## src/rtl/ab_opt_seq.sv

```systemverilog
// ab_opt_seq: request/response arithmetic unit.
// Add, sub and the reserved op finish on the acceptance edge. Mul runs a
// fixed-latency shift-add, one multiplier bit per cycle, LSB first.
// The result is held in DONE until the consumer takes it.
module ab_opt_seq #(
  parameter int W = 4
) (
  input  logic           clk,
  input  logic           rst_n,
  input  logic           in_valid,
  output logic           in_ready,
  input  logic [1:0]     op,
  input  logic [W-1:0]   a,
  input  logic [W-1:0]   b,
  output logic           out_valid,
  input  logic           out_ready,
  output logic [2*W-1:0] result,
  output logic           err,
  output logic           busy
);

  // The iteration counter runs 0..W-1; W >= 2 keeps the width at least 1.
  localparam int CW = $clog2(W);

  localparam logic [1:0] OP_ADD = 2'b00;
  localparam logic [1:0] OP_SUB = 2'b01;
  localparam logic [1:0] OP_MUL = 2'b10;

  typedef enum logic [1:0] {
    IDLE = 2'b00,
    CALC = 2'b01,
    DONE = 2'b10
  } stateT;

  stateT stateReg, stateNext;

  logic [2*W-1:0] mcandReg;    // multiplicand, shifted left each iteration
  logic [W-1:0]   mplierReg;   // multiplier, shifted right each iteration
  logic [2*W-1:0] accReg;      // running partial product
  logic [CW-1:0]  countReg;    // completed iterations
  logic [2*W-1:0] resultReg;
  logic           errReg;

  logic           accept;
  logic           lastIter;
  logic [W:0]     sumRaw;
  logic [W:0]     diffRaw;
  logic [2*W-1:0] sumExt;
  logic [2*W-1:0] diffExt;
  logic [2*W-1:0] addend;
  logic [2*W-1:0] accNext;

  // Single-cycle add/sub. Both are computed as W+1-bit values; the sum is
  // zero-extended and the difference is sign-extended to the result width.
  always_comb begin
    sumRaw  = {1'b0, a} + {1'b0, b};
    diffRaw = {1'b0, a} - {1'b0, b};
    sumExt  = {{(W-1){1'b0}}, sumRaw};
    diffExt = {{(W-1){diffRaw[W]}}, diffRaw};
  end

  // One shift-add step: add the shifted multiplicand when the current
  // multiplier bit is set. No early exit, so latency is always W cycles.
  always_comb begin
    addend   = mplierReg[0] ? mcandReg : '0;
    accNext  = accReg + addend;
    lastIter = (countReg == CW'(W - 1));
  end

  // State register; reset aborts any operation in flight.
  always_ff @(posedge clk or negedge rst_n) begin
    if (!rst_n) begin
      stateReg <= IDLE;
    end else begin
      stateReg <= stateNext;
    end
  end

  // Next-state and handshake outputs, all decoded from the current state.
  always_comb begin
    stateNext = stateReg;
    in_ready  = 1'b0;
    out_valid = 1'b0;
    busy      = 1'b0;
    accept    = 1'b0;
    case (stateReg)
      IDLE: begin
        in_ready = 1'b1;
        if (in_valid) begin
          accept    = 1'b1;
          stateNext = (op == OP_MUL) ? CALC : DONE;
        end
      end
      CALC: begin
        busy = 1'b1;
        if (lastIter) begin
          stateNext = DONE;
        end
      end
      DONE: begin
        busy      = 1'b1;
        out_valid = 1'b1;
        if (out_ready) begin
          stateNext = IDLE;
        end
      end
      default: begin
        stateNext = IDLE;
      end
    endcase
  end

  // Datapath: capture operands on acceptance, iterate in CALC, and update
  // the result only when entering DONE so it otherwise holds the last value.
  always_ff @(posedge clk or negedge rst_n) begin
    if (!rst_n) begin
      mcandReg  <= '0;
      mplierReg <= '0;
      accReg    <= '0;
      countReg  <= '0;
      resultReg <= '0;
      errReg    <= 1'b0;
    end else if (accept) begin
      case (op)
        OP_ADD: begin
          resultReg <= sumExt;
          errReg    <= 1'b0;
        end
        OP_SUB: begin
          resultReg <= diffExt;
          errReg    <= 1'b0;
        end
        OP_MUL: begin
          mcandReg  <= {{W{1'b0}}, a};
          mplierReg <= b;
          accReg    <= '0;
          countReg  <= '0;
          errReg    <= 1'b0;
        end
        default: begin
          resultReg <= '0;
          errReg    <= 1'b1;
        end
      endcase
    end else if (stateReg == CALC) begin
      accReg    <= accNext;
      mcandReg  <= mcandReg << 1;
      mplierReg <= mplierReg >> 1;
      countReg  <= countReg + 1'b1;
      if (lastIter) begin
        resultReg <= accNext;
      end
    end else if ((stateReg == DONE) && out_ready) begin
      errReg <= 1'b0;
    end
  end

  assign result = resultReg;
  assign err    = errReg;

endmodule

```

## config.mk

```make
export PLATFORM = sky130hd
export DESIGN_NAME = ab_opt_seq
export DESIGN_NICKNAME = d
export VERILOG_FILES = /design/src/rtl/ab_opt_seq.sv
export SDC_FILE = /design/constraint.sdc
export NUM_CORES = 1
export LEC_CHECK = 0
export CORE_ASPECT_RATIO = 1.25
export CORE_MARGIN = 3
export CORE_UTILIZATION = 35
export CTS_CLUSTER_SIZE = 14
export DETAILED_ROUTE_END_ITERATION = 8
export PLACE_DENSITY = 0.56
export SYNTH_ARGS = -nofsm -noshare
export SYNTH_HDL_FRONTEND = slang
export SYNTH_SLANG_ARGS = --single-unit
export TNS_END_PERCENT = 50
```

## constraint.sdc

```tcl
create_clock -name clk -period 2.45 [get_ports clk]
set_input_delay 0.245 -clock clk [delete_from_list [all_inputs] [get_ports clk]]
set_output_delay 0.245 -clock clk [all_outputs]
set_load 0.1 [all_outputs]
```

==> out/qor.yml, run 1 <==
htreeDepth: 2
nNetsFinal: 290
status: "completed"
clkSinkCount: 33
cp-end-kind: "register"
layout-drive-gt1-share_pct: 13.8
netlist_area_um2: 2130
cts_root_buffer: "clkbuf_8"
dr_total_vias: 1660
rows: 31
wl_per_cell_um: 15.1
syn_area_per_cell_um2: 9.69
first_global_vias: 1709
grt_start_max_net_pins: 34
cp-start-kind: "register"
die_x_um: 75.8
final_common_cell: "dfrtp_1"
cp_max_fo: 9
grt_usage_pct: 15.9
synthToLayoutAreaGrowth_pct: 20.7
slew_headroom_pct: 58.5
start_util_pct: 36.4
ys_types: 44
worstSkewPairLatency_ns: 0.29
cts_max_path_buffers: 2
tightest_slew_ns: 0.622
ys_seq_area_share_pct: 38.8
cts_buffers: 5
synth-edff-count: 0
n_fill_cell: 582
min_period_ns: 2.30
place_congestion: 0.786
path_class: "register to register"
tns_ns: 0
async_flop_share_pct: 100
fmaxAchievable_ghz: 0.435
skew_ns: 0.0100
multi_input_area_um2: 1210
grt-ovfl-total: 0
place_hpwl_um: 3800
worstPathArrival_ns: 2.47
ios: 26
vias_per_cell: 4.94
drcViolationCount: 0
grt_pass1_wl_um: 8430
drv_slew: 0
vdd_drop_max_mv: 0.807
syn_nets: 256
worstPathRequired_ns: 2.62
design.die.area_um2: 7070
drtIter0Drc: 100
io_buffers: 25
cts_setup_buffers: 0
antenna_found_initial: 0
finalSetupViolCount: 0
ctsHoldBuffers: 0
post-route-util_pct: 43.9
ys_warn_count: 0
ys_ff_latch: 33
drt_first_pass_iters: 4
rrSetupSlack_ns: 0.15
rsz0062_at_grt: "false"
final_cell_mix: "33 x dfrtp_1, 22 x nand2_1, 22 x buf_4"
hold_class: "input pin to asynchronous set/reset pin"
ant_nets: 0
synth_ff_type: "dfrtp_1"
p_per_area_nw_per_um2: 1180
wl_um: 5080
final-hold-violation-count: 0
die_h_um: 93.2
seq_area_um2: 826
cts_resized: 0
p_leak_nw: 1.22
post-route-period-util_pct: 93.8
drv_cap: 0
path_clk_slew_ns: 0.07
cts_tree: "yes"
core_area_um2: 5860
antennaDiodeCount: 0
syn_inst: 220
==> path summary, 6_finish.rpt <==
check | startpoint | to | cells past startpoint
setup / recovery | mplierReg[0]$_DFFE_PN0P_ | accReg[6]$_DFFE_PN0P_ | 8
hold / removal | rst_n | countReg[1]$_DFFE_PN0P_ | 2
setup reg to reg | mplierReg[0]$_DFFE_PN0P_ | accReg[6]$_DFFE_PN0P_ | 8
hold reg to reg | mplierReg[1]$_DFFE_PN0P_ | mplierReg[1]$_DFFE_PN0P_ | 2
max in group asynchronous | rst_n | mplierReg[0]$_DFFE_PN0P_ | 2
min in group clk | mplierReg[1]$_DFFE_PN0P_ | mplierReg[1]$_DFFE_PN0P_ | 2
==> registers in the layout, indices dropped and copies added (netlist names) <==
| name | count |
|---|---|
| accReg | 8 |
| countReg | 2 |
| err | 1 |
| mcandReg | 8 |
| mplierReg | 4 |
| result | 8 |
| stateReg | 2 |
==> kinds of logic after synthesis <==
| family | synth area share [%] |
|---|---|
| buffers and inverters | 4.64 |
| DFF | 38.8 |
| adders and majority gates | 14.0 |
| AOI/OAI and AO/OA | 21.8 |
| muxes | 3.82 |
| and+or+nand+nor | 13.7 |
| xor gates and xnor gates | 3.29 |
==> per-layer routing <==
layer | vias to the layer above | GRT usage, % | part of all wire [%]
li1 | 842 | - | -
met1 | 776 | 22.3 | 46
met2 | 32 | 24.1 | 48
met3 | 10 | 3.23 | 3.7
met4 | 0 | 5.54 | 2.0
met5 | - | 0 | 0
==> cells in the mapped netlist, drive strengths merged (5+ instances only) <==
cell   instances  share of area, %
nor2          13               2.4
nand3          6               1.4
mux2i          7               3.3
xnor2          5               2.1
a22o           9               3.7
dfrtp         33                39
o21ai         16               3.9
buf            8               2.0
ha            19                11
nand2         22               3.9
and2           8               2.3
inv           15               2.6
a21oi         13               3.6
==> critical path: stages (launching register included) <==
cell and delay, ns:
dfrtp_1 0.45, and2_1 0.19, ha_1 0.20, fa_1 0.41
nand3_1 0.12, a21boi_2 0.08, o21a_1 0.17, or3_1 0.30
a32o_1 0.25
==> layout make-up <==
| class | instances | area share, % |
|---|---|---|
| multi-input combinational | 164 | 46.9 |
| sequential | 33 | 32.1 |
| timing repair buffer | 35 | 11.5 |
| tap | 82 | 3.99 |
| clock buffer | 7 | 3.36 |
| inverter | 15 | 2.19 |
==> metrics by stage <==
stage               hold WS [ns]  instances  setup WS (ns)  cell area, um^2  power (W)
floorplan                -0.0506        220         0.0749             2130    0.00222
global placement           0.469        329          0.211             2490    0.00261
detailed placement         0.479        329          0.165             2490    0.00263
CTS                        0.393        336          0.149             2570    0.00306
global route               0.414        336         0.0305             2570    0.00322
finish                     0.372        336          0.153             2570    0.00304
==> power breakdown <==
| part | total (W) | internal [W] | switching, W |
|---|---|---|---|
| logic | 0.00172 | 0.000489 | 0.00124 |
| registers | 0.000886 | 0.000744 | 0.000142 |
| clock network | 0.000426 | 0.000223 | 0.000203 |
| total | 0.00304 | 0.00146 | 0.00158 |
Note: power is estimated with default switching activity, not from simulation.
==> run 2: changes to the inputs <==
--- a/config.mk
+++ b/config.mk
@@ -11,6 +11,7 @@
 export CTS_CLUSTER_SIZE = 14
 export DETAILED_ROUTE_END_ITERATION = 8
 export PLACE_DENSITY = 0.56
+export REMOVE_ABC_BUFFERS = 1
 export SYNTH_ARGS = -nofsm -noshare
 export SYNTH_HDL_FRONTEND = slang
 export SYNTH_SLANG_ARGS = --single-unit
==> out/qor.yml, run 2 (synthesized netlist as in run 1, its figures left out) <==
clkSinkCount: 33  # unchanged
status: "completed"
place_area_um2: 2490  # +0.30%
switching_share_pct: 50.7  # -1.4 points
cp-start-kind: "register"
path_class: "register to register"
drt_first_pass_iters: 4  # unchanged
io_buffers: 25  # unchanged
grt-ovfl-total: 0  # unchanged
drv_cap: 0  # unchanged
vdd_drop_max_mv: 0.430  # -47%
rows: 31  # unchanged
cts_root_buffer: "clkbuf_8"
final-hold-violation-count: 0  # unchanged
fmaxAchievable_ghz: 0.442  # +1.4%
reg2reg_depth: 8  # unchanged
wl_per_cell_um: 14.8  # -2.2%
die_x_um: 75.8  # unchanged
cp_max_fo: 9  # unchanged
p_comb_share_pct: 54.8  # -2.0 points
die_h_um: 93.2  # unchanged
post-route-util_pct: 44.5  # +0.62 points
grt_start_max_net_pins: 34  # unchanged
cts_setup_buffers: 0  # unchanged
final_common_cell: "dfrtp_1"
tightest_slew_ns: 0.608  # -0.0144 ns
design.die.area_um2: 7070  # unchanged
wl_um: 5000  # -1.6%
p_clk_share_pct: 17.0  # +3.0 points
nNetsFinal: 291  # +0.34%
final_area_um2: 2610  # +1.4%
drcViolationCount: 0  # unchanged
p_sw_w: 0.00158  # +0.16%
core_area_um2: 5860  # unchanged
slew_headroom_pct: 59.5  # +0.97 points
antenna_found_initial: 0  # unchanged
p_int_w: 0.00154  # +5.8%
htreeDepth: 2  # unchanged
start_util_pct: 36.4  # unchanged
ant_nets: 0  # unchanged
grt_usage_pct: 15.8  # -0.094 points
drtIter0Drc: 93  # -7.0%
synthToLayoutAreaGrowth_pct: 22.4
cp-end-kind: "register"
skew_ns: 0.00288  # -0.00713 ns
power.share.sequential_pct: 28.2  # -1.0 points
final.setup.worst_slack_ns: 0.185  # +0.0328 ns
p_leak_nw: 1.23  # +1.3%
dr_total_vias: 1689  # +1.7%
worstSkewPairLatency_ns: 0.29  # about the same
min_period_ns: 2.26  # -0.0328 ns
r2r_start: "mplierReg[0]$_DFFE_PN0P_"
worstPathRequired_ns: 2.63  # about the same
post-route-period-util_pct: 92.4  # -1.3 points
ios: 26  # unchanged
layout-drive-gt1-share_pct: 14.8  # +1.1 points
cts_tree: "yes"
cts_buffers: 5  # unchanged
finalSetupViolCount: 0  # unchanged
grt_pass1_wl_um: 8380  # -0.65%
path_clk_slew_ns: 0.08  # about the same
hold_class: "input pin to asynchronous set/reset pin"
cts_resized: 0  # unchanged
first_global_vias: 1676  # -1.9%
rsz0062_at_grt: "false"
antennaDiodeCount: 0  # unchanged
final_cell_mix: "33 x dfrtp_1, 23 x buf_4, 22 x nand2_1"
cts_max_path_buffers: 2  # unchanged
vias_per_cell: 5.00  # +1.1%
rr_endpoint: "accReg[6]$_DFFE_PN0P_"
place_congestion: 0.807  # +2.7%
rrSetupSlack_ns: 0.19  # +0.03 ns
worstPathArrival_ns: 2.44  # -0.03 ns
place_hpwl_um: 3880  # +2.2%
dp_slack_ns: 0.191  # +0.0268 ns
p_per_area_nw_per_um2: 1200  # +1.4%
drv_slew: 0  # unchanged
ctsHoldBuffers: 0  # unchanged
[run 2: cell types whose count changed in the layout (fill, tap and decap cells not counted)]
cell,previous run,this run
clkinv_4,0,1
clkbuf_8,6,5
bufinv_16,0,1
clkbuf_1,1,0
clkinvlp_4,0,1
buf_4,22,23
[run 2: worst max-delay path by stage]
stage,to,from,slack (ns)
after global placement,result[5]$_DFFE_PN0P_,a[0],0.22
after CTS,accReg[6]$_DFFE_PN0P_,mplierReg[0]$_DFFE_PN0P_,0.18
after global routing,accReg[6]$_DFFE_PN0P_,mplierReg[0]$_DFFE_PN0P_,0.06
after floorplan,accReg[3]$_DFFE_PN0P_,stateReg[0]$_DFFE_PN0P_,-0.61
after detailed placement,result[5]$_DFFE_PN0P_,b[0],0.19
final,accReg[6]$_DFFE_PN0P_,mplierReg[0]$_DFFE_PN0P_,0.19
[run 2: cell type report]
class                           count  area (um^2)
Inverter                           15         56.3
Tap cell                           82          103
Clock inverter                      3         46.3
Timing Repair Buffer               36          303
Fill cell                         562         3250
Sequential cell                    33          826
Clock buffer                        5         68.8
Multi-Input combinational cell    164         1210
[run 2: worst max-delay path, stage by stage (launching register included)]
cell and delay [ns]:
dfrtp_1 0.44, and2_1 0.19, ha_1 0.20, fa_1 0.41, nand3_1 0.12, a21boi_2 0.08
o21a_1 0.17, or3_1 0.30, a32o_1 0.26
[run 2: through the flow]
step	hold slack, ns	total power, W	TNS (ns)	cells
after floorplan	-0.0506	0.00220	-12.96	212
after global placement	0.462	0.00261	0	330
after CTS	0.387	0.00316	0	338
after global routing	0.398	0.00332	0	338
after detailed placement	0.468	0.00262	0	330
final	0.370	0.00312	0	338
[run 2: per-layer routing]
layer	share of wire, %	vias to the layer above	wire [um]	track usage, %
li1	-	846	-	-
met1	46	811	2270	20.4
met2	51	24	2530	26.1
met3	2.2	8	109	3.01
met4	1.7	0	86	5.10
met5	0	-	0	0
[run 2: power by group through the flow]
| stage | Sequential, W | Combinational (W) | Clock, W |
|---|---|---|---|
| 6_report | 0.000880 | 0.00171 | 0.000531 |
| 5_1_grt | 0.000910 | 0.00184 | 0.000573 |
| 4_1_cts | 0.000882 | 0.00173 | 0.000546 |
| 3_5_place_dp | 0.000893 | 0.00173 | 0 |
| 3_3_place_gp | 0.000891 | 0.00172 | 0 |
| 2_1_floorplan | 0.00136 | 0.000836 | 0 |
==> run 3: changes to the inputs <==
--- a/config.mk
+++ b/config.mk
@@ -7,10 +7,11 @@
 export LEC_CHECK = 0
 export CORE_ASPECT_RATIO = 1.25
 export CORE_MARGIN = 3
-export CORE_UTILIZATION = 35
+export CORE_UTILIZATION = 50
 export CTS_CLUSTER_SIZE = 14
 export DETAILED_ROUTE_END_ITERATION = 8
-export PLACE_DENSITY = 0.56
+export PLACE_DENSITY = 0.75
+export RECOVER_POWER = 50
 export REMOVE_ABC_BUFFERS = 1
 export SYNTH_ARGS = -nofsm -noshare
 export SYNTH_HDL_FRONTEND = slang
==> out/qor.yml, run 3 (synthesized netlist as in run 1, its figures left out) <==
status: "finished with violations"
violations: "max-capacitance violations, max-slew violations"
cts_resized: 0  # unchanged
cts_buffers: 5  # unchanged
grt_usage_pct: 19.7  # +3.9 points
rows: 25  # -19%
grt-ovfl-total: 0  # unchanged
dr_total_vias: 1639  # -3.0%
nNetsFinal: 285  # -2.1%
post-route-period-util_pct: 92.8  # +0.37 points
worstPathArrival_ns: 2.45  # about the same
min_period_ns: 2.27  # +0.00918 ns
antenna_found_initial: 0  # unchanged
grt_start_max_net_pins: 34  # unchanged
tns_ns: 0  # unchanged
r2r_start: "mplierReg[0]$_DFFE_PN0P_"
wl_um: 4550  # -8.9%
final_cell_mix: "33 x dfrtp_1, 22 x nand2_1, 19 x ha_1"
place_inst: 296  # -10%
synthToLayoutAreaGrowth_pct: 17.4
vdd_drop_max_mv: 0.847  # +97%
worstSkewPairLatency_ns: 0.29  # about the same
worstPathRequired_ns: 2.63  # about the same
cp_max_fo: 9  # unchanged
hold_class: "register to register"
n_fill_cell: 345  # -39%
p_per_area_nw_per_um2: 1220  # +1.9%
skew_ns: 0.00855  # +0.00567 ns
die_x_um: 64.4  # -15%
drv_slew: 34  # +34
die_h_um: 79.0  # -15%
final-hold-violation-count: 0  # unchanged
wl_per_cell_um: 15.0  # +1.2%
cts_tree: "yes"
io_buffers: 25  # unchanged
worstSetupStartpoint: "mplierReg[0]$_DFFE_PN0P_"
slew_headroom_pct: -16.9  # -76 points
cpPeakStageDelay_ns: 0.44  # about the same
cts_root_buffer: "clkbuf_8"
finalSetupViolCount: 0  # unchanged
cts_max_path_buffers: 2  # unchanged
design.die.area_um2: 5090  # -28%
grt_pass1_wl_um: 7660  # -8.6%
cts_setup_buffers: 0  # unchanged
ctsHoldBuffers: 0  # unchanged
drv_cap: 1  # +1
ios: 26  # unchanged
crit_chain: "and2_1 -> ha_1 -> fa_1 -> nand3_1 -> a21boi_2 -> o21a_1 -> or3_1 -> a32o_1"
drt_first_pass_iters: 4  # unchanged
p_leak_nw: 1.18  # -4.6%
cp-start-kind: "register"
first_global_vias: 1625  # -3.0%
crit_slowest_cell: "dfrtp_1"
antennaDiodeCount: 0  # unchanged
multi_input_area_um2: 1210  # unchanged
path_class: "register to register"
start_util_pct: 54.1  # +18 points
place_congestion: 0.882  # +9.3%
ant_nets: 0  # unchanged
clkSinkCount: 33  # unchanged
p_total_w: 0.00305  # -2.3%
tightest_slew_ns: 1.75  # +1.15 ns
drcViolationCount: 0  # unchanged
fmaxAchievable_ghz: 0.440  # -0.40%
path_clk_slew_ns: 0.08  # about the same
layout-drive-gt1-share_pct: 10.0  # -4.8 points
core_area_um2: 3940  # -33%
drtIter0Drc: 80  # -14%
place_hpwl_um: 3540  # -9.0%
final_common_cell: "dfrtp_1"
htreeDepth: 2  # unchanged
rsz0062_at_grt: "false"
vias_per_cell: 5.39  # +7.9%
fin_cells: 304  # -10%
cp-end-kind: "register"
timing.hold.ws_ns: 0.483  # +0.113 ns
seq_area_um2: 826  # unchanged
min_from: "accReg[2]$_DFFE_PN0P_"
run 3: cell types whose count changed in the layout (fill, tap and decap cells not counted), sizes merged:
cell / previous run / this run
clkdlybuf4s50: 13 / 12
buf: 23 / 10
clkbuf: 5 / 12
dlygate4sd3: 0 / 1
run 3: area by class of cell:
class | count | share of cell area [%]
clock buffers | 5 | 2.75
clock inverters | 3 | 1.85
inverters | 15 | 2.25
multi-input cells | 164 | 48.2
flip-flops and latches | 33 | 33.0
well taps | 54 | 2.70
repair buffers | 30 | 9.25
run 3: routing by layer:
layer	global-route usage, %	vias to the layer above	routed length (um)
met5	0	-	0
met4	7.82	0	94
met3	4.24	8	121
met2	33.9	21	2290
met1	24.0	770	2050
li1	-	840	-
run 3: critical path, delay by kind of cell, from the launching register on:
kind	cells	cell delay, ns
AOI/OAI and AO/OA	3	0.51
adders and majority gates	2	0.60
DFF	1	0.44
and+or+nand+nor	3	0.61
run 3: through the flow:
step	area, um^2	util [%]	worst slack [ns]
finish	2500	63.5	0.176
detailed placement	2410	61.2	0.197
CTS	2530	64.2	0.173
global route	2500	63.5	0.0726
floorplan	2090	-	-0.610
global placement	2410	61.2	0.238
run 3: worst paths after layout:
| path | endpoint | slack [ns] | depth (start not counted) |
|---|---|---|---|
| worst min register to register | accReg[2]$_DFFE_PN0P_ | 0.48 | 2 |
| worst max-delay path | accReg[6]$_DFFE_PN0P_ | 0.18 | 8 |
| max in group asynchronous | result[6]$_DFFE_PN0P_ | 0.48 | 2 |
| worst max register to register | accReg[6]$_DFFE_PN0P_ | 0.18 | 8 |
| worst min-delay path | accReg[2]$_DFFE_PN0P_ | 0.48 | 2 |
| min in group asynchronous | countReg[1]$_DFFE_PN0P_ | 0.95 | 2 |
run 3: power by group:
group	leakage, nW	total [W]	internal, W	switching (W)
Sequential	0.434	0.000873	0.000744	0.000130
Combinational	0.689	0.00165	0.000437	0.00122
Clock	0.0543	0.000526	0.000304	0.000221
